===== src/rtl/seq_divider_pkg.sv =====
// Shared constants, FSM state type and the 1-bit adder cell for the sequential divider.
package seq_divider_pkg;

  localparam int unsigned DivWidth    = 16;
  localparam int unsigned DivCntWidth = $clog2(DivWidth + 1);

  typedef enum logic [1:0] {
    StIdle,
    StRun,
    StDone
  } div_state_e;

  // Datapath full-adder cell: returns {carry_out, sum}.
  function automatic logic [1:0] full_add(input logic a, input logic b, input logic ci);
    return {(a & b) | (ci & (a ^ b)), a ^ b ^ ci};
  endfunction

endpackage


===== src/rtl/seq_divider_div_step.sv =====
// One restoring-division step: ripple subtract of the divisor from T and restore-or-keep select.
module seq_divider_div_step
  import seq_divider_pkg::*;
#(
  parameter int unsigned WIDTH = DivWidth
) (
  input  logic [WIDTH:0]   t_i,
  input  logic [WIDTH-1:0] divisor_i,
  output logic [WIDTH-1:0] r_next_o,
  output logic             q_bit_o
);

  logic [WIDTH:0] sub_b;
  logic [WIDTH:0] diff;
  logic [WIDTH+1:0] carry;

  assign sub_b = ~{1'b0, divisor_i};

  // Two's complement subtract: T + ~{0,divisor} + 1; carry-out of 1 means no borrow.
  always_comb begin
    diff     = '0;
    carry    = '0;
    carry[0] = 1'b1;
    for (int i = 0; i <= int'(WIDTH); i++) begin
      {carry[i+1], diff[i]} = full_add(t_i[i], sub_b[i], carry[i]);
    end
  end

  assign q_bit_o  = carry[WIDTH+1];
  assign r_next_o = q_bit_o ? diff[WIDTH-1:0] : t_i[WIDTH-1:0];

endmodule


===== src/rtl/seq_divider.sv =====
// Sequential unsigned restoring divider, one quotient bit per clock, start/busy/done handshake.
// Optional DIVIDER_ZERO_DETECT_EN: zero divisor short-circuits to DONE and raises div_zero.
module seq_divider
  import seq_divider_pkg::*;
#(
  parameter int unsigned WIDTH = DivWidth
) (
  input  logic             clk,
  input  logic             rst_n,
  input  logic             start,
  input  logic [WIDTH-1:0] dividend,
  input  logic [WIDTH-1:0] divisor,
  output logic             busy,
  output logic             done,
  output logic [WIDTH-1:0] quotient,
  output logic [WIDTH-1:0] remainder,
  output logic             div_zero
);

  localparam int unsigned CntW = $clog2(WIDTH + 1);

  div_state_e       state_q;
  logic [WIDTH-1:0] r_q, q_q, divisor_q;
  logic [WIDTH-1:0] quotient_q, remainder_q;
  logic [CntW-1:0]  cnt_q;
  logic             busy_q, done_q;
  logic [WIDTH-1:0] r_next;
  logic             q_bit;
`ifdef DIVIDER_ZERO_DETECT_EN
  logic             zero_q, dz_q;
`endif

  seq_divider_div_step #(
    .WIDTH(WIDTH)
  ) u_step (
    .t_i      ({r_q, q_q[WIDTH-1]}),
    .divisor_i(divisor_q),
    .r_next_o (r_next),
    .q_bit_o  (q_bit)
  );

  always_ff @(posedge clk) begin
    if (!rst_n) begin
      state_q     <= StIdle;
      r_q         <= '0;
      q_q         <= '0;
      divisor_q   <= '0;
      quotient_q  <= '0;
      remainder_q <= '0;
      cnt_q       <= '0;
      busy_q      <= 1'b0;
      done_q      <= 1'b0;
`ifdef DIVIDER_ZERO_DETECT_EN
      zero_q      <= 1'b0;
      dz_q        <= 1'b0;
`endif
    end else begin
      done_q <= 1'b0;
      unique case (state_q)
        StIdle, StDone: begin
          state_q <= StIdle;
          busy_q  <= 1'b0;
          if (start) begin
            r_q       <= '0;
            q_q       <= dividend;
            divisor_q <= divisor;
            cnt_q     <= '0;
            busy_q    <= 1'b1;
            state_q   <= StRun;
`ifdef DIVIDER_ZERO_DETECT_EN
            zero_q    <= (divisor == '0);
            dz_q      <= 1'b0;
`endif
          end
        end
        StRun: begin
`ifdef DIVIDER_ZERO_DETECT_EN
          // q_q still holds the untouched dividend on this first RUN cycle.
          if (zero_q) begin
            state_q     <= StDone;
            busy_q      <= 1'b0;
            done_q      <= 1'b1;
            quotient_q  <= '1;
            remainder_q <= q_q;
            dz_q        <= 1'b1;
          end else
`endif
          begin
            r_q   <= r_next;
            q_q   <= {q_q[WIDTH-2:0], q_bit};
            cnt_q <= cnt_q + 1'b1;
            if (cnt_q == CntW'(WIDTH - 1)) begin
              state_q     <= StDone;
              busy_q      <= 1'b0;
              done_q      <= 1'b1;
              quotient_q  <= {q_q[WIDTH-2:0], q_bit};
              remainder_q <= r_next;
            end
          end
        end
        default: state_q <= StIdle;
      endcase
    end
  end

  assign busy      = busy_q;
  assign done      = done_q;
  assign quotient  = quotient_q;
  assign remainder = remainder_q;
`ifdef DIVIDER_ZERO_DETECT_EN
  assign div_zero  = dz_q;
`else
  assign div_zero  = 1'b0;
`endif

endmodule


===== config.mk =====
export PLATFORM = sky130hd
export DESIGN_NAME = seq_divider
export DESIGN_NICKNAME = d
export VERILOG_FILES = /design/src/rtl/seq_divider_pkg.sv /design/src/rtl/seq_divider_div_step.sv /design/src/rtl/seq_divider.sv
export SDC_FILE = /design/constraint.sdc
export NUM_CORES = 1
export LEC_CHECK = 0
export ABC_AREA = 1
export BUFFER_PORTS_ARGS = -buffer_cell sky130_fd_sc_hd__buf_2
export CORE_ASPECT_RATIO = 1.75
export CORE_MARGIN = 2
export CORE_UTILIZATION = 58
export CTS_BUF_LIST = sky130_fd_sc_hd__clkbuf_2
export CTS_CLUSTER_DIAMETER = 200
export DETAILED_ROUTE_END_ITERATION = 10
export PLACE_DENSITY = 0.87
export SETUP_SLACK_MARGIN = 0.1
export SLEW_MARGIN = 10
export SYNTH_ARGS = -nofsm -noshare
export SYNTH_HDL_FRONTEND = slang
export SYNTH_SLANG_ARGS = --single-unit

===== constraint.sdc =====
create_clock -name clk -period 7.3 [get_ports clk]
set_clock_uncertainty 0.15 [all_clocks]
set_input_delay 0.365 -clock clk [delete_from_list [all_inputs] [get_ports clk]]
set_output_delay 0.365 -clock clk [all_outputs]
set_load 0.05 [all_outputs]

==> results.txt, run 1 <==
Highest achievable clock rate - 154 MHz
Max Buffers Root-to-Sink - 2
Worst Setup End Kind - flop
Routed via count - 3871
Clock latency on the worst-skew pair - 580 ps
Std cell rows - 40
Crit. path cell count - 25
Reg2reg setup slack - 800 ps
Sum of overflow across all layers after global routing - 0
Inst Count DP - 650
Classification of the worst setup path - flop to flop
Largest net degree at the start of global routing - 59
Hold crit path type - input port to flop
Die outline area - 7790 um2
Routability congestion estimate from global placement - 0.890
H-tree levels - 3
Clock Root Buffer - sky130_fd_sc_hd__clkbuf_2
Static leakage - 2.17 nW
Average detailed-routed wire length per instance - 14.4 um
Starting DRC count in detailed routing - 279
Core Area - 6860 um2
Worst setup timing slack at the placement stage - 896 ps
Detail-routed via count per cell - 5.55
Number of buffers inserted during clock tree synthesis - 9
Post-synthesis average cell area - 7.69 um2
Count of cells along the worst hold path - 5
Number of gates resized after cts - 0
Highest net fanout along the worst path - 18
Final Non-Filler Cells - 697
HPWL after detailed placement - 6.16 mm
Startpoint class of the critical path - flop
Data required, critical path - 7610 ps
Tightest hold margin - 124 ps
Total count of max-transition violations in the final report - 0
Transition time at the pin with the least slew margin - 1200 ps
Run status - finished, final reports clean
Reg-to-reg critical path startpoint - q_q[15]$_SDFFE_PN0P_
Die Height - 115 um
Slew margin rel. - 19.9%
Crit path buffers/inverters - 5
Shortest period the worst path allows - 6500 ps
Register area share after synthesis - 43.4%
Vias in the first global route - 3728
Number of cells on the worst reg-to-reg path - 25
Flops & latches, synth - 89
Share of final-layout standard cells stronger than drive strength 1 - 15.0%
Synth Warn # - 0
Final critical-path share of the clock period - 89.1%
Max_cap viols - 0
Worst path arrival time - 6810 ps
Layout Area Growth over Synthesis - 16.0%
Starting Density - 59.9%
Number of library cell types mapped by synthesis - 24
Kind of cell with the highest combined delay on the critical path - adder cells
Critical R2R Capture - r_q[12]$_SDFFE_PN0P_
Power per unit of standard cell area - 227 nW/um2
Peak supply drop - 0.000168 V
Launch point of the worst hold path - start
Net total in the final layout - 662
Sinks on the clock net - 89
Critical-path cell with the highest stage delay - sky130_fd_sc_hd__fa_1
Combined area of all synthesized cells - 4100 um2
Worst path setup slack after routing - 798 ps
Synthesized Nets - 587
Setup TNS after final layout - 0 ps
Clock edge transition at the registers on the reported setup and hold paths - 220 ps
Initial antenna violation count - 0
Number of I/O pins - 70
Detail Route Antenna Nets - 0
TritonCTS clock tree - done
Global router's overall resource usage - 27.7%
Total of endpoints with negative setup slack in the final report - 0
Longest individual stage delay on the worst path - 640 ps
Number of DRC violations after detailed routing - 0
Hold violation count in the final report - 0
Global-route wire length before repair - 16.5 mm
Number of port buffers - 68
Total Routed Length - 10.0 mm
Die width - 67.6 um
Gate count after technology mapping - 534
CP dominant cell by count - sky130_fd_sc_hd__fa_1
Unrepaired setup endpoints after global routing - no
Endpoint of the worst hold-timing path - q_q[14]$_SDFFE_PN0P_
TritonRoute pass-1 iters - 7
Antenna Diode Count - 0
power by group:
part | leakage, nW | internal, mW | switching [mW]
Clock | 0.0666 | 0.0753 | 0.160
Sequential | 0.725 | 0.514 | 0.0225
Combinational | 1.37 | 0.113 | 0.195
stage by stage:
stage	instance area, um2	power [mW]	utilization [%]
finish	4760	1.08	69.4
CTS	4760	1.08	69.4
floorplan	4100	0.769	-
detailed placement	4340	0.834	63.3
global route	4760	1.15	69.4
global placement	4340	0.824	63.3
worst min-delay path, cell delays in order:
cell and delay (ps):
sky130_fd_sc_hd__buf_2 210, sky130_fd_sc_hd__nand3_1 120, sky130_fd_sc_hd__nand2_1 50, sky130_fd_sc_hd__inv_1 40, sky130_fd_sc_hd__a21oi_1 50
cell type report:
| cell class | count | area (um2) |
|---|---|---|
| clock buffer | 10 | 50.0 |
| timing repair buffer | 100 | 661 |
| sequential | 89 | 1780 |
| multi-input combinational | 349 | 1880 |
| clock inverter | 5 | 47.5 |
| tap | 84 | 105 |
| fill | 563 | 2100 |
| inverter | 60 | 230 |
repair_timing:
| action | CTS | global route |
|---|---|---|
| hold endpoints to repair | 32 | 0 |
| setup buffers | 0 | 0 |
| hold buffers | 32 | 0 |
cell families (layout without fill, tap and decap cells):
kind of cell               after synthesis  count (layout)  synth area share (%)
AOI/OAI and AO/OA                       80              80                  9.76
adders and majority gates               18              18                  8.23
buffers and inverters                   96             175                  10.7
DFF                                     89              89                  43.4
other                                    1               1                0.0914
and+or+nand+nor                        250             250                  27.8
registers in the layout, summed over array words and instances (netlist names):
name       cells
busy           1
done           1
state_q        2
r_q           16
divisor_q     16
cnt_q          5
q_q           16
quotient      16
remainder     16
worst max-delay path by stage:
stage,start,to,slack [ps]
final,q_q[15]$_SDFFE_PN0P_,r_q[12]$_SDFFE_PN0P_,800
after global placement,q_q[15]$_SDFFE_PN0P_,r_q[12]$_SDFFE_PN0P_,1030
after CTS,q_q[15]$_SDFFE_PN0P_,r_q[11]$_SDFFE_PN0P_,860
after global routing,q_q[15]$_SDFFE_PN0P_,r_q[15]$_SDFFE_PN0P_,510
after floorplan,q_q[15]$_SDFFE_PN0P_,r_q[14]$_SDFFE_PN0P_,1510
after detailed placement,q_q[15]$_SDFFE_PN0P_,r_q[10]$_SDFFE_PN0P_,900
cells in the final DEF (no fill, tap or decap):
cell and count:
sky130_fd_sc_hd__o21ai_1 3, sky130_fd_sc_hd__a21oi_1 45, sky130_fd_sc_hd__inv_2 2, sky130_fd_sc_hd__inv_6 1, sky130_fd_sc_hd__nand3_1 127, sky130_fd_sc_hd__dfxtp_1 89
sky130_fd_sc_hd__clkinv_1 4, sky130_fd_sc_hd__inv_1 55, sky130_fd_sc_hd__nand3_4 1, sky130_fd_sc_hd__ha_1 3, sky130_fd_sc_hd__bufinv_16 1, sky130_fd_sc_hd__conb_1 1
sky130_fd_sc_hd__clkbuf_2 10, sky130_fd_sc_hd__fa_1 15, sky130_fd_sc_hd__nor2_8 1, sky130_fd_sc_hd__clkinv_2 2, sky130_fd_sc_hd__nand2_1 91, sky130_fd_sc_hd__nor2_1 24
sky130_fd_sc_hd__nand2_2 4, sky130_fd_sc_hd__dlygate4sd3_1 32, sky130_fd_sc_hd__or2_2 1, sky130_fd_sc_hd__buf_2 68, sky130_fd_sc_hd__o21ai_0 32, sky130_fd_sc_hd__nor2_2 1
layer usage:
| layer | vias up | wire (um) | GRT usage [%] |
|---|---|---|---|
| met5 | - | 0 | 0 |
| met1 | 1832 | 3900 | 29.3 |
| met2 | 139 | 5390 | 51.0 |
| li1 | 1883 | - | - |
| met4 | 0 | 204 | 11.4 |
| met3 | 17 | 561 | 5.77 |
synthesized netlist by cell type, drive strengths merged:
master,instances,share of area (%)
buf,29,4.4
nor2,26,2.8
ha,3,0.91
dfxtp,89,43
clkinv,2,0.18
a21oi,45,5.5
nand2,95,8.9
o21ai,35,4.3
inv,58,5.4
or2,1,0.15
nand3,128,16
clkbuf,7,0.64
fa,15,7.3
conb,1,0.091
(Power assumes the default switching activity.)
==> run 2, diff against run 1 <==
--- a/config.mk
+++ b/config.mk
@@ -7,7 +7,7 @@
 export LEC_CHECK = 0
 export ABC_AREA = 1
 export BUFFER_PORTS_ARGS = -buffer_cell sky130_fd_sc_hd__buf_2
-export CORE_ASPECT_RATIO = 1.75
+export CORE_ASPECT_RATIO = 0.75
 export CORE_MARGIN = 2
 export CORE_UTILIZATION = 58
 export CTS_BUF_LIST = sky130_fd_sc_hd__clkbuf_2
==> run 2 against run 1 <==
Effect of this change:
- critical path depth unchanged
- setup slack got worse by 88 ps
- power rose by 4.7%
- combinational power about the same
- wire length rose by 0.87%
- sequential share of layout area decreased by 0.26 points
- global-route usage shrank 1.1 points
- first-iteration DRC count up 21%
- final area is 0.71% higher
- critical endpoint is now r_q[5]$_SDFFE_PN0P_
- largest power group unchanged
==> results.txt, run 2 (synthesized netlist as in run 1, its figures left out) <==
HPWL after detailed placement - 6.21 mm
Std cell rows - 26
Vias in the first global route - 3634
Clock Root Buffer - sky130_fd_sc_hd__clkbuf_2
TritonRoute pass-1 iters - 8
Peak supply drop - 0.000128 V
Startpoint class of the critical path - flop
Clock edge transition at the registers on the reported setup and hold paths - 200 ps
Total Routed Length - 10.1 mm
Die Height - 76.9 um
Hold violation count in the final report - 0
Die width - 101 um
Initial antenna violation count - 0
Run status - finished, final reports clean
Routability congestion estimate from global placement - 0.882
Sum of overflow across all layers after global routing - 0
Static leakage - 2.18 nW
CP dominant cell by count - sky130_fd_sc_hd__fa_1
Longest individual stage delay on the worst path - 640 ps
Worst path arrival time - 6870 ps
Data required, critical path - 7580 ps
Critical-path cell with the highest stage delay - sky130_fd_sc_hd__fa_1
Number of DRC violations after detailed routing - 0
Die outline area - 7770 um2
Shortest period the worst path allows - 6590 ps
Global router's overall resource usage - 26.5%
Routed via count - 3905
Power per unit of standard cell area - 236 nW/um2
Final critical-path share of the clock period - 90.3%
Hold crit path type - input port to flop
Core Area - 6830 um2
Total of endpoints with negative setup slack in the final report - 0
Classification of the worst setup path - flop to flop
Slew margin rel. - 21.7%
Detail Route Antenna Nets - 0
Highest net fanout along the worst path - 18
Most common cell after layout, fill and taps aside - sky130_fd_sc_hd__nand3_1
H-tree levels - 3
Total count of max-transition violations in the final report - 0
Count of filler cells inserted in the layout - 536
Antenna Diode Count - 0
Unrepaired setup endpoints after global routing - no
Largest net degree at the start of global routing - 59
Number of port buffers - 68
Starting DRC count in detailed routing - 338
Number of buffers inserted during clock tree synthesis - 9
Sinks on the clock net - 89
Setup TNS after final layout - 0 ps
Detail-routed via count per cell - 5.60
Kind of cell with the highest combined delay on the critical path - adder cells
Post-CTS repair timing setup buffer count - 0
Layout Area Growth over Synthesis - 16.8%
Clock latency on the worst-skew pair - 580 ps
Share of final-layout standard cells stronger than drive strength 1 - 15.5%
Number of I/O pins - 70
Max_cap viols - 0
Crit path buffers/inverters - 5
Average detailed-routed wire length per instance - 14.5 um
Transition time at the pin with the least slew margin - 1170 ps
Highest achievable clock rate - 152 MHz
Final design utilization - 70.2%
TritonCTS clock tree - done
Global-route wire length before repair - 16.4 mm
Starting Density - 60.1%
Worst Setup End Kind - flop
Net total in the final layout - 661
Commonest cells after routing, fill and taps aside - 127 x sky130_fd_sc_hd__nand3_1, 91 x sky130_fd_sc_hd__nand2_1, 89 x sky130_fd_sc_hd__dfxtp_1
Max Buffers Root-to-Sink - 2
run 2: per-layer routing:
| metal | global-route usage [%] | vias up | share of wire [%] |
|---|---|---|---|
| li1 | - | 1877 | - |
| met1 | 33.3 | 1796 | 43 |
| met5 | 0 | - | 0 |
| met4 | 11.4 | 0 | 2.7 |
| met2 | 42.9 | 199 | 47 |
| met3 | 7.02 | 33 | 7.7 |
run 2: cell type report:
type                       count  area (um2)  share of cell area (%)
timing repair buffer          99         651                    13.6
clock buffer                  10        50.0                    1.04
inverter                      60         230                    4.80
clock inverter                 6        91.3                    1.91
multi-input combinational    349        1880                    39.3
sequential                    89        1780                    37.2
tap                           84         105                    2.19
run 2: repair_timing:
| item | 4_1_cts | 5_1_grt |
|---|---|---|
| hold buffers | 31 | 0 |
| endpoints found under the hold margin | 31 | 0 |
| resized for setup | 0 | 0 |
run 2: per-stage QoR:
stage / instances / hold WS (ps) / worst slack, ps / instance area [um2] / power, mW
after global placement: 650 / 299 / 1090 / 4340 / 0.818
after global routing: 697 / 46.9 / 420 / 4790 / 1.20
after floorplan: 534 / 289 / 1510 / 4100 / 0.769
after detailed placement: 650 / 303 / 835 / 4340 / 0.834
after CTS: 697 / 32.9 / 793 / 4790 / 1.13
final: 697 / 59.4 / 710 / 4790 / 1.13
run 2: path summary, 6_finish.rpt:
check                             from                   endpoint  slack [ps]  depth (start not counted)
setup reg to reg  q_q[15]$_SDFFE_PN0P_        r_q[5]$_SDFFE_PN0P_         710                         25
setup / recovery  q_q[15]$_SDFFE_PN0P_        r_q[5]$_SDFFE_PN0P_         710                         25
hold reg to reg   q_q[14]$_SDFFE_PN0P_  quotient[15]$_SDFFE_PN0P_         330                          2
hold / removal            dividend[15]       q_q[15]$_SDFFE_PN0P_          60                          5
run 2: power by group:
part / total, mW / switching [mW] / internal (mW)
Clock: 0.285 / 0.168 / 0.117
Combinational: 0.309 / 0.195 / 0.114
Sequential: 0.537 / 0.0233 / 0.514
Total: 1.13 / 0.386 / 0.744
run 2: worst reg2reg max path, delay by kind of cell, from the launching register on:
family                     cells  cell delay (ps)
buffers and inverters          5              320
AOI/OAI and AO/OA              1               60
and+or+nand+nor                3              670
DFF                            1              380
adders and majority gates     16             4880
